===== config.mk =====
export PLATFORM = sky130hd
export DESIGN_NAME = ram_port_arbiter
export DESIGN_NICKNAME = d
export VERILOG_FILES = /design/src/rtl/ram_port_arbiter.sv
export SDC_FILE = /design/constraint.sdc
export NUM_CORES = 1
export LEC_CHECK = 0
export CAP_MARGIN = 20
export CORE_MARGIN = 3
export CORE_UTILIZATION = 42
export DETAILED_ROUTE_END_ITERATION = 7
export PLACE_DENSITY = 0.82
export SLEW_MARGIN = 20
export SYNTH_ARGS = -nofsm -noshare
export SYNTH_HDL_FRONTEND = slang
export SYNTH_SLANG_ARGS = --single-unit

===== constraint.sdc =====
create_clock -name clk -period 5.1 [get_ports clk]
set_clock_uncertainty 0.05 [all_clocks]
set_input_delay 0.765 -clock clk [delete_from_list [all_inputs] [get_ports clk]]
set_output_delay 0.765 -clock clk [all_outputs]
set_load 0.01 [all_outputs]

===== src/rtl/ram_port_arbiter.sv =====
// ============================================================================
// ram_port_arbiter : round-robin req/ack arbiter sharing RAM port 1 between
//                    two bus masters (one access per three cycles).
// Revision 1.0
// ============================================================================
`default_nettype none

module ram_port_arbiter #(
  parameter int ADDR_WIDTH = 14
) (
  input  logic                  clk,
  input  logic                  rst,
  input  logic                  m0_req_i,
  input  logic [ADDR_WIDTH-1:0] m0_addr_i,
  input  logic [31:0]           m0_wdata_i,
  input  logic [3:0]            m0_wstrb_i,
  output logic                  m0_ack_o,
  output logic [31:0]           m0_rdata_o,
  input  logic                  m1_req_i,
  input  logic [ADDR_WIDTH-1:0] m1_addr_i,
  input  logic [31:0]           m1_wdata_i,
  input  logic [3:0]            m1_wstrb_i,
  output logic                  m1_ack_o,
  output logic [31:0]           m1_rdata_o,
  output logic [ADDR_WIDTH-1:0] ram_addr_o,
  output logic [31:0]           ram_wdata_o,
  output logic [3:0]            ram_wenable_o,
  input  logic [31:0]           ram_rdata_i,
  output logic                  busy_o,
  output logic                  owner_o
);

  localparam logic [1:0] IDLE   = 2'd0;
  localparam logic [1:0] ACCESS = 2'd1;
  localparam logic [1:0] RESP   = 2'd2;

  logic [1:0]            state_q, state_d;
  logic                  owner_q, owner_d;
  logic [ADDR_WIDTH-1:0] addr_q, addr_d;
  logic [31:0]           wdata_q, wdata_d;
  logic [3:0]            wstrb_q, wstrb_d;
  logic [31:0]           m0_rdata_q, m1_rdata_q;
  logic                  w_grant;

  // owner_q doubles as the winner of the transaction in flight
  assign w_grant = (m0_req_i && m1_req_i) ? ~owner_q : m1_req_i;

  always_comb begin
    state_d = state_q;
    owner_d = owner_q;
    addr_d  = addr_q;
    wdata_d = wdata_q;
    wstrb_d = wstrb_q;
    case (state_q)
      IDLE: begin
        if (m0_req_i || m1_req_i) begin
          state_d = ACCESS;
          owner_d = w_grant;
          addr_d  = w_grant ? m1_addr_i  : m0_addr_i;
          wdata_d = w_grant ? m1_wdata_i : m0_wdata_i;
          wstrb_d = w_grant ? m1_wstrb_i : m0_wstrb_i;
        end
      end
      ACCESS:  state_d = RESP;
      RESP:    state_d = IDLE;
      default: state_d = IDLE;
    endcase
  end

  always_ff @(posedge clk or posedge rst) begin
    if (rst) begin
      state_q    <= IDLE;
      owner_q    <= 1'b1;
      addr_q     <= '0;
      wdata_q    <= '0;
      wstrb_q    <= '0;
      m0_rdata_q <= '0;
      m1_rdata_q <= '0;
    end else begin
      state_q <= state_d;
      owner_q <= owner_d;
      addr_q  <= addr_d;
      wdata_q <= wdata_d;
      wstrb_q <= wstrb_d;
      if (state_q == ACCESS) begin
        if (owner_q) m1_rdata_q <= ram_rdata_i;
        else         m0_rdata_q <= ram_rdata_i;
      end
    end
  end

  // Strobes come straight from the state register so reset kills a write at once
  assign ram_wenable_o = (state_q == ACCESS) ? wstrb_q : 4'b0000;
  assign ram_addr_o    = addr_q;
  assign ram_wdata_o   = wdata_q;
  assign m0_ack_o      = (state_q == RESP) && !owner_q;
  assign m1_ack_o      = (state_q == RESP) &&  owner_q;
  assign m0_rdata_o    = m0_rdata_q;
  assign m1_rdata_o    = m1_rdata_q;
  assign busy_o        = (state_q != IDLE);
  assign owner_o       = owner_q;

endmodule

`default_nettype wire

Word-level counts from Yosys, hierarchy flattened. Cells that the tools add are included.

Register bits after elaboration: 117.

Equal/unequal tests: 3. Multiplexer cells: 7. Bitwise logic cells: 1. Reduce and logical (&&, ||, !) cells: 10.

Operator list (count): 32-bit 2-to-1 mux (1); 14-bit 2-to-1 mux (1); 4-bit 2-to-1 mux (2); 2-bit AND reduction (3); 2-bit case mux with 2 select lines (1); 1-bit logical AND (3); 2-bit by 1-bit equality test with 1-bit output, second input constant (1); 2-bit equality test, second input constant (1); 2-bit zero test (1); 2-bit 2-to-1 mux (1); 2-bit inequality test, second input constant (1); 2-bit nonzero test (1); 1-bit zero test (1); 1-bit logical OR (1); 1-bit 2-to-1 mux (1); 1-bit inverter (1).

Depth between registers and ports, before layout.
Depth in word-level cells: 3. Gate-level depth with buffers: 5. Gate-level depth less buffers: 3.

Worst setup path after synthesis. No wires, ideal clock.

Path type: input port to flip-flop. Start point: input port m1_req_i. End point: register addr_q[0], in the netlist ram_addr_o[0]. Library setup time: 125 ps. Arrival: 1765 ps. Required time: 4925 ps. Slack: 3160 ps. Stages on the path: 5. Path buffers: 2. Cell sequence: a21bo_1 -> buf_6 -> buf_8 -> mux2_4 -> mux2_4.

Longest elaborated chain between the ends: 3. Elaborated cells on any way between the ends: 5. Classes of those cells: mux: 2; reduce/logical: 3.

RTL lines: from (decl) (RTL line 19) `input logic m1_req_i,`; 1-bit logical AND (RTL line 46) `assign w_grant = (m0_req_i && m1_req_i) ? ~owner_q : m1_req_i;`; 1-bit 2-to-1 mux (RTL line 46); 14-bit 2-to-1 mux (RTL line 59) `addr_d = w_grant ? m1_addr_i : m0_addr_i;`; to (signal assigned) (RTL line 82) `addr_q <= addr_d;`; to (decl) (RTL line 39) `logic [ADDR_WIDTH-1:0] addr_q, addr_d;`.

Parallel ways exist; a longest one is shown, timed or not. A chain may end at the register's enable or synchronous reset.

Worst setup path after layout.
Start point: register state_q[0]. End point: output port ram_wenable_o[3].

Longest elaborated chain between the ends: 2.

RTL lines: from (decl) (RTL line 37) `logic [1:0] state_q, state_d;`; from (signal assigned) (RTL line 80) `state_q <= state_d;`; 2-bit by 1-bit equality test with 1-bit output (RTL line 93) `assign ram_wenable_o = (state_q == ACCESS) ? wstrb_q : 4'b0000;`; 4-bit 2-to-1 mux (RTL line 93); to (decl) (RTL line 27) `output logic [3:0] ram_wenable_o,`.

No other way between the ends.

==> out/results.txt <==
CTS max path bufs: 2
first-pass GRT wire length: 21010 um
CTS HTree Levels: 4
total CTS buffers: 17
crit share post-route: 51.65%
worst-margin pin slew: 1021 ps
maximum capacitance violations: 0
final hold violations: 0
top cells by count, synth: dfrtp_1, mux2_4, mux2_2
Clk pin slew, worst setup/hold paths: 50 ps
cells on worst reg2reg path: 3
setup TNS: 0 ps
leak pwr: 0.003817 uW
Avg Cell Area, Syn: 17.29 um2
Startpoint Class: flip-flop
nets: 710
RSZ-0062 raised after global routing: no
CP max FO: 7
Post-Route M1 WL: 4944 um
FF+latch area: 2929 um2
Critical Path Sink Type: primary output
post-CTS sizing: 0
post-synthesis cell count: 316
vias: 3581
final wirelength: 13330 um
met3 routed WL: 1174 um
antenna violations before repair: 0
top-count cell post-synth: dfrtp_1
PortBufs: 253
HPWL after detailed placement: 9963 um
minimum clock period: 2634 ps
Root Driver: clkbuf_16
vias in the first global route: 4035
async set or reset register ratio after synthesis: 100.0%
Worst VDD drop: 229.7 uV
Fillers: 901
Fmax: 379.6 MHz
DRC viols: 0
worst stage delay on the critical path: 550 ps
# diodes: 0
Crit path required time: 4280 ps
number of synthesized flops with an enable pin: 0
number of synthesized register bits: 117
post-route ant nets: 0
DIE AREA: 14410 um2
Area contributors post-synth: dfrtp_1, mux2_4, mux2_2
setup violation total in the final timing report: 0
Area after DPL: 8048 um2
Yosys top cell area share: 53.14%
PD cells: 637.0 nW/um2
# rows: 41
total track usage: 18.82%
post-synthesis net count: 452
Min-Delay Path Class: reg2reg
Via-to-Cell Ratio: 4.718
YS warnings: 0
core area: 12670 um2
Synth cell types: 22
share of cells above drive strength 1: 34.41%
DR iter-0 viols: 141
DR WL/cell: 17.56 um
sequential area share after synthesis: 53.62%
area of the multi-input gates: 2335 um2
Starting Density: 43.11%
CTS tree: done
metal2 WL: 6822 um
Post-Syn Area: 5463 um2
DR pass1 iterations: 4
Top FF cell, synth: dfrtp_1
Setup Buffers After CTS: 0
hold path depth: 1
Die Y: 120.0 um
Hold Buf Count CTS: 0
chip width: 120.0 um
latest clock arrival within the worst-skew pair: 400 ps
clock sinks: 117
Max-slew headroom: 31.94%
IO Count: 254
top layer in use: met4
Synth area leader: dfrtp_1
Slew Viols, Final: 0
synthesis-to-finish area growth: 59.60%
CP Cell Sequence: nor2b_2 > and2_1 > clkdlybuf4s50_1
kind of critical path: reg2out
Final Cell Area: 8718 um2
GRT Residual Overflow: 0
Crit path arrival time: 1820 ps
RePlAce Congestion: 0.7557
Final Core Density: 68.81%
largest net degree at the start of global routing: 52
Slowest-stage cell, CP: clkdlybuf4s50_1
status: finished clean
-- per-layer routing --
layer | GRT usage (%) | up-vias
li1 | - | 1645
met1 | 20.63 | 1733
met2 | 32.46 | 177
met3 | 6.598 | 26
met4 | 9.091 | 0
met5 | 0 | -
-- worst paths after layout --
| path | start | to | slack, ps |
|---|---|---|---|
| worst max-delay path | state_q[0] | ram_wenable_o[3] | 2470 |
| worst min-delay path | m0_rdata_o[24] | m0_rdata_o[24] | 430 |
| worst max register to register | owner_o | ram_addr_o[12] | 2810 |
| worst min register to register | m0_rdata_o[24] | m0_rdata_o[24] | 430 |
| max in group asynchronous | rst | m0_rdata_o[3] | 3410 |
| min in group asynchronous | rst | ram_wdata_o[15] | 650 |
-- power breakdown --
| group | leakage [uW] | total, uW | internal (uW) | switching, uW |
|---|---|---|---|---|
| sequential | 0.00137 | 1700 | 1420 | 284 |
| combinational | 0.00213 | 2550 | 1660 | 890 |
| clock | 0.000317 | 1300 | 904 | 398 |
-- state kept, by name, summed over array words and instances (netlist names) --
| register | flops |
|---|---|
| wstrb_q | 4 |
| state_q | 2 |
| ram_wdata_o | 32 |
| owner_o | 1 |
| ram_addr_o | 14 |
| m1_rdata_o | 32 |
| m0_rdata_o | 32 |
-- per-stage QoR --
stage / hold WS, ps / instances / total power, uW / setup WS [ps]
detailed placement: 428.5 / 726 / 4271 / 2147
finish: 431.2 / 759 / 5553 / 2466
global route: 451.0 / 759 / 5832 / 2369
floorplan: 414.6 / 316 / 3039 / 1186
global placement: 421.7 / 726 / 4205 / 2163
CTS: 437.8 / 758 / 5613 / 2432
-- cells by family (layout without fill, tap and decap cells) --
family / Yosys count / count (layout) / share of synthesized area, %
AOI/OAI and AO/OA: 3 / 3 / 0.4122
buffers and inverters: 20 / 291 / 3.756
DFF: 117 / 117 / 53.62
muxes: 164 / 164 / 40.54
and+or+nand+nor: 12 / 12 / 1.672
-- placed cells by master (no fill, tap or decap), drive strengths merged --
cell type	netlist	layout
and2b	1	1
nand2	1	1
dfstp	1	1
o31ai	1	1
bufinv	0	5
nor2b	1	1
nor2	2	2
clkdlybuf4s50	0	253
o21ai	1	1
clkbuf	1	23
and2	4	4
inv	1	1
a21bo	1	1
or2	1	1
dfrtp	116	116
mux2	164	164
buf	18	5
clkinvlp	0	1
and3b	1	1
clkinv	0	3
nor3b	1	1
-- final cells by class --
type                       instances  share of cell area, %
timing repair buffer             258                  29.62
multi-input combinational        179                  26.78
inverter                           1                0.07176
tap                              172                  2.468
sequential                       117                  33.60
clock buffer                      23                  5.482
clock inverter                     9                  1.980
-- worst max-delay path, delay by kind of cell (launching register included) --
family,cells,cell delay [ps]
buf+inv,1,550
flops,1,370
simple gates,2,500
Power figures use the tool's default switching activity.
